--- src/rtl/cic_comp_pkg.sv ---
// ============================================================================
// Module      : cic_comp_pkg
// Description : Shared constants, coefficient table and FSM state type for
//               the CIC compensating FIR post-filter.
// Revision    : 1.0 - initial release
// ============================================================================
`default_nettype none

package cic_comp_pkg;

    localparam int TAPS   = 15;
    localparam int COEF_W = 10;

    // Symmetric droop-compensation taps; they sum to 512 for unity DC gain.
    localparam logic signed [COEF_W-1:0] c_coef [TAPS] = '{
        -10'sd4, -10'sd8, 10'sd0, 10'sd16, -10'sd16, -10'sd32, 10'sd64,
        10'sd472,
        10'sd64, -10'sd32, -10'sd16, 10'sd16, 10'sd0, -10'sd8, -10'sd4
    };

    typedef enum logic [1:0] {
        IDLE = 2'd0,
        MAC  = 2'd1,
        OUT  = 2'd2
    } state_t;

endpackage

`default_nettype wire

--- src/rtl/cic_comp_ring.sv ---
// ============================================================================
// Module      : cic_comp_ring
// Description : 15 x 8-bit sample ring with wrapping write pointer and a
//               combinational read port addressed by age (0 = newest).
// Revision    : 1.0 - initial release
// ============================================================================
`default_nettype none

module cic_comp_ring
    import cic_comp_pkg::*;
(
    input  logic       clk,
    input  logic       rst,
    input  logic       we,
    input  logic [7:0] wdata,
    input  logic [3:0] rd_off,
    output logic [7:0] rdata
);

    logic [7:0] r_mem [TAPS];
    logic [3:0] r_wp;
    logic [4:0] w_sum;
    logic [3:0] w_idx;

    always_ff @(posedge clk) begin
        if (rst) begin
            for (int i = 0; i < TAPS; i++) begin
                r_mem[i] <= '0;
            end
            r_wp <= '0;
        end else if (we) begin
            r_mem[r_wp] <= wdata;
            r_wp        <= (r_wp == 4'(TAPS - 1)) ? 4'd0 : r_wp + 4'd1;
        end
    end

    // Newest entry sits at wp-1; adding TAPS-1 keeps the sum non-negative.
    assign w_sum = 5'(r_wp) + 5'(TAPS - 1) - 5'(rd_off);
    assign w_idx = (w_sum >= 5'(TAPS)) ? 4'(w_sum - 5'(TAPS)) : w_sum[3:0];
    assign rdata = r_mem[w_idx];

endmodule

`default_nettype wire

--- src/rtl/cic_comp_fir.sv ---
// ============================================================================
// Module      : cic_comp_fir
// Description : 15-tap serial-MAC FIR compensating CIC droop; one 8-bit
//               output per d_clk rising edge. Define CIC_COMP_SAT_EN to
//               saturate the output instead of wrapping it.
// Revision    : 1.0 - initial release
// ============================================================================
`default_nettype none

module cic_comp_fir
    import cic_comp_pkg::*;
#(
    parameter int ACC_W = 24,
    parameter int SHIFT = 9
) (
    input  logic       clk,
    input  logic       rst,
    input  logic [7:0] d_in,
    input  logic       d_clk,
    output logic [7:0] d_out,
    output logic       d_valid,
    output logic       overrun
);

    localparam int PROD_W = 8 + COEF_W;

    state_t                    r_state;
    state_t                    w_state_nxt;
    logic                      r_d_clk_q;
    logic                      w_cap;
    logic                      w_we;
    logic [3:0]                r_k;
    logic signed [ACC_W-1:0]   r_acc;
    logic [7:0]                w_rdata;
    logic signed [PROD_W-1:0]  w_prod;
    logic signed [ACC_W-1:0]   w_prod_ext;
    logic [7:0]                w_dout;

    // Tracks d_clk even during reset so a strobe held high across reset
    // is not mistaken for a fresh rising edge.
    always_ff @(posedge clk) begin
        r_d_clk_q <= d_clk;
    end

    assign w_cap = d_clk & ~r_d_clk_q;
    assign w_we  = w_cap && (r_state == IDLE);

    cic_comp_ring u_ring (
        .clk    (clk),
        .rst    (rst),
        .we     (w_we),
        .wdata  (d_in),
        .rd_off (r_k),
        .rdata  (w_rdata)
    );

    assign w_prod     = $signed(w_rdata) * c_coef[r_k];
    assign w_prod_ext = {{(ACC_W - PROD_W){w_prod[PROD_W-1]}}, w_prod};

`ifdef CIC_COMP_SAT_EN
    localparam logic signed [ACC_W-1:0] c_pos_max = 127;
    localparam logic signed [ACC_W-1:0] c_neg_min = -128;
    logic signed [ACC_W-1:0] w_r;

    assign w_r = r_acc >>> SHIFT;

    always_comb begin
        w_dout = w_r[7:0];
        if (w_r > c_pos_max) begin
            w_dout = 8'h7F;
        end else if (w_r < c_neg_min) begin
            w_dout = 8'h80;
        end
    end
`else
    assign w_dout = r_acc[SHIFT+7:SHIFT];
`endif

    always_ff @(posedge clk) begin
        if (rst) begin
            r_state <= IDLE;
        end else begin
            r_state <= w_state_nxt;
        end
    end

    always_comb begin
        w_state_nxt = r_state;
        case (r_state)
            IDLE:    if (w_cap) w_state_nxt = MAC;
            MAC:     if (r_k == 4'(TAPS - 1)) w_state_nxt = OUT;
            OUT:     w_state_nxt = IDLE;
            default: w_state_nxt = IDLE;
        endcase
    end

    always_ff @(posedge clk) begin
        if (rst) begin
            r_acc   <= '0;
            r_k     <= '0;
            d_out   <= '0;
            d_valid <= 1'b0;
            overrun <= 1'b0;
        end else begin
            d_valid <= 1'b0;
            if (w_cap && (r_state != IDLE)) begin
                overrun <= 1'b1;
            end
            case (r_state)
                IDLE: begin
                    if (w_cap) begin
                        r_acc <= '0;
                        r_k   <= '0;
                    end
                end
                MAC: begin
                    r_acc <= r_acc + w_prod_ext;
                    r_k   <= r_k + 4'd1;
                end
                OUT: begin
                    d_out   <= w_dout;
                    d_valid <= 1'b1;
                end
                default: ;
            endcase
        end
    end

endmodule

`default_nettype wire

--- config.mk ---
export PLATFORM = sky130hd
export DESIGN_NAME = cic_comp_fir
export DESIGN_NICKNAME = d
export VERILOG_FILES = /design/src/rtl/cic_comp_pkg.sv /design/src/rtl/cic_comp_ring.sv /design/src/rtl/cic_comp_fir.sv
export SDC_FILE = /design/constraint.sdc
export NUM_CORES = 1
export LEC_CHECK = 0
export BUFFER_PORTS_ARGS = -buffer_cell sky130_fd_sc_hd__buf_4
export CAP_MARGIN = 20
export CORE_MARGIN = 2
export CORE_UTILIZATION = 69
export DETAILED_ROUTE_END_ITERATION = 16
export MAX_ROUTING_LAYER = met4
export PLACE_DENSITY = 0.84
export SLEW_MARGIN = 15
export SYNTH_ARGS = -nofsm -noshare
export SYNTH_HDL_FRONTEND = slang
export SYNTH_HIERARCHICAL = 1
export SYNTH_SLANG_ARGS = --single-unit
--- constraint.sdc ---
create_clock -name clk -period 16.2 [get_ports clk]
set_input_delay 4.05 -clock clk [delete_from_list [all_inputs] [get_ports clk]]
set_output_delay 4.05 -clock clk [all_outputs]
set_load 0.05 [all_outputs]
==> results.json <==
{
  "syn-cell-area_um2": 11350,
  "grt_pass1_wl_um": 42250,
  "worst_pin_slew_ns": 1.052,
  "ant_nets": 0,
  "r2r_slack_ns": 7.63,
  "synth_enable_flop_cells": 128,
  "drive_above_1_share_pct": 16.58,
  "grt_pass1_vias": 7689,
  "die-area_um2": 17490,
  "cts_max_level": 4,
  "synth_top_family_by_area": "adder cells",
  "via_per_inst": 6.527,
  "first_pass_iters": 7,
  "grt_max_degree": 68,
  "fmax_ghz": 0.1167,
  "rr_endpoint": "r_acc[16]",
  "finalCritPeriodShare_pct": 52.91,
  "worstSkewPairLatency_ns": 0.45,
  "cp-startpoint": "u_ring/r_wp[0]",
  "design.core.area_um2": 16000,
  "rows": 46,
  "io_pins": 21,
  "gp_congestion": 0.9304,
  "min_to": "d_out[3]",
  "cts.repair.resized": 0,
  "endpoint_kind": "flop",
  "final_core_util_pct": 76.32,
  "cts_sinks": 164,
  "synth_adder_area_share_pct": 17.18,
  "muxShareOfSynthArea_pct": 15.70,
  "slew_headroom_pct": 29.86,
  "area_delta_synth_final_pct": 7.619,
  "crit_chain": "inv_1 > ha_4 > inv_1 > ha_2 > buf_4 > mux4_2 > mux2i_1 > o22ai_1 > or2_1 > and2_1 > fa_1 > fa_1 > fa_1 > fa_1 > ha_1 > ha_1 > a21oi_1 > nor2b_1 > a311o_2 > o31ai_4 > o21ai_2 > xnor2_1 > a22o_2",
  "dpl-instance-area_um2": 11660,
  "start_util_pct": 70.92,
  "drtIter0Drc": 891,
  "synth-compound-area-share_pct": 5.844,
  "fin_nets": 1043,
  "synth_xor_xnor_area_share_pct": 1.841,
  "skew_ns": 0.01382,
  "dieHeight_um": 132.2,
  "die_x_um": 132.2,
  "holdCritStartpoint": "d_out[3]",
  "clk_pin_slew_ns": 0.07,
  "async_flop_share_pct": 0,
  "crit_top_cell": "fa_1",
  "antenna_found_initial": 0,
  "min_path_type": "reg -> reg",
  "slowest_stage": "ha_4",
  "grt_remaining_overflow": 0,
  "synth_warnings": 6,
  "hold_path_depth": 2,
  "root_buffer": "clkbuf_16",
  "rr_worst_depth": 23,
  "cts_tree": "built",
  "fin_crit_ns": 8.571,
  "slowest_delay_ns": 0.98,
  "ys_seq_area_share_pct": 40.22,
  "tritoncts.num_buffers": 17,
  "fillerInstances": 986,
  "cts.hold.buffers_added": 0,
  "tns_ns": 0,
  "crit_required_ns": 16.54,
  "r2r_start": "u_ring/r_wp[0]",
  "drcViolationCount": 0,
  "critPathLaunchType": "flop",
  "status": "completed",
  "io_buffers": 20,
  "postCtsSetupRepairBufs": 0,
  "syn-mean-instance-area_um2": 12.39,
  "critPathKind": "reg -> reg",
  "synth-seq-cells": 164,
  "final_area_um2": 12210,
  "synthCells": 916,
  "dp_hpwl_um": 18270,
  "layout_setup_ws_ns": 7.629,
  "vias": 7473,
  "setup_viol": 0,
  "crit_fanout": 67,
  "slew_viol_final": 0,
  "rsz0062_at_grt": "no",
  "pre_cts_slack_ns": 7.703,
  "ys.flop_type": "edfxtp_1",
  "grt_usage_pct": 33.00,
  "synthSimpleGateAreaFrac_pct": 15.11,
  "cp_num_buf_inv": 3,
  "n_antenna_cell": 0,
  "cap_violations": 0,
  "synthDistinctLibCells": 63,
  "cts_buffer_depth": 2,
  "wire_per_inst_um": 22.99,
  "synthesis.nets": 1042,
  "final-hold-violation-count": 0,
  "finalWirelength_um": 26320,
  "cp.arrival_ns": 8.91,
  "path_delay_family": "adder cells"
}
placed cells by master (no fill, tap or decap), drive strengths merged, types with 28 or more instances in the layout:
cell type	synthesis	layout
and2	148	148
edfxtp	128	128
inv	73	80
fa	68	68
mux4	64	64
ha	47	47
nand2	40	40
nor2	37	37
dfxtp	36	36
mux2i	34	34
buf	12	28
state kept, by name (all words and copies together) (netlist names):
signal and flops:
r_state 2, u_ring/r_mem 128, r_k 4, r_acc 15, overrun 1, u_ring/r_wp 4
d_valid 1, d_out 8, r_d_clk_q 1
logic make-up after synthesis:
family / after synthesis
muxes: 98
DFF: 164
and+or+nand+nor: 304
buffers and inverters: 119
AOI/OAI and AO/OA: 93
xor gates and xnor gates: 23
adders and majority gates: 115
metal layers:
| metal | vias up | wire, um | global-route usage [%] |
|---|---|---|---|
| met3 | 64 | 2019 | 5.306 |
| met4 | 0 | 823 | 11.89 |
| li1 | 3245 | - | - |
| met2 | 379 | 13680 | 55.06 |
| met1 | 3785 | 9800 | 41.39 |
| met5 | - | 0 | - |
layout make-up:
cell class	instances	area, um^2	area share [%]
well taps	216	270.3	2.213
repair buffers	28	210.2	1.721
clock buffers	19	432.9	3.545
flip-flops and latches	164	4564	37.38
multi-input cells	633	6340	51.92
inverters	73	274.0	2.244
clock inverters	12	120.1	0.9836
how the worst max path moves through the flow:
| stage | end | depth (start not counted) |
|---|---|---|
| after floorplan | r_acc[16] | 31 |
| after global placement | r_acc[16] | 24 |
| final | r_acc[16] | 23 |
| after global routing | r_acc[16] | 23 |
| after CTS | r_acc[16] | 23 |
| after detailed placement | r_acc[16] | 24 |
synthesized netlist by cell type, types with 4 or more instances:
cell / number / area (um^2)
mux2i_1: 34 / 340.3
a21o_1: 4 / 30.03
nor2b_1: 12 / 75.07
nand3_1: 9 / 45.04
a21oi_1: 24 / 120.1
o22ai_1: 16 / 100.1
ha_1: 47 / 588.1
xnor2_1: 16 / 140.1
clkbuf_1: 34 / 127.6
or2_1: 8 / 50.05
nor2_1: 37 / 138.9
and2_1: 148 / 925.9
xor2_1: 6 / 52.55
o21ai_0: 11 / 55.05
a22o_1: 10 / 87.58
buf_2: 6 / 30.03
dfxtp_1: 36 / 720.7
nor3_1: 8 / 40.04
nand2_1: 40 / 150.1
buf_1: 4 / 15.01
nand2b_1: 11 / 68.82
or2_2: 16 / 100.1
inv_1: 73 / 274.0
fa_1: 68 / 1361
edfxtp_1: 128 / 3844
mux4_2: 64 / 1441
per-stage QoR:
stage               hold slack (ns)  instances
CTS                          0.4619       1145
global placement             0.4398       1114
global route                 0.4826       1145
finish                       0.4585       1145
detailed placement           0.4510       1114
floorplan                    0.4251        916
worst reg2reg max path, delay by kind of cell (launching register included):
kind | cells | cell delay, ns
compound gates | 6 | 1.29
mux | 2 | 0.85
fa+ha+maj | 8 | 4.11
simple gates | 3 | 0.79
flops | 1 | 0.48
xor+xnor | 1 | 0.12
buf+inv | 3 | 0.81
Power is left out: the tool's default activity adds up to more than one toggle a clock period on the data nets, which glitch-free logic cannot reach.
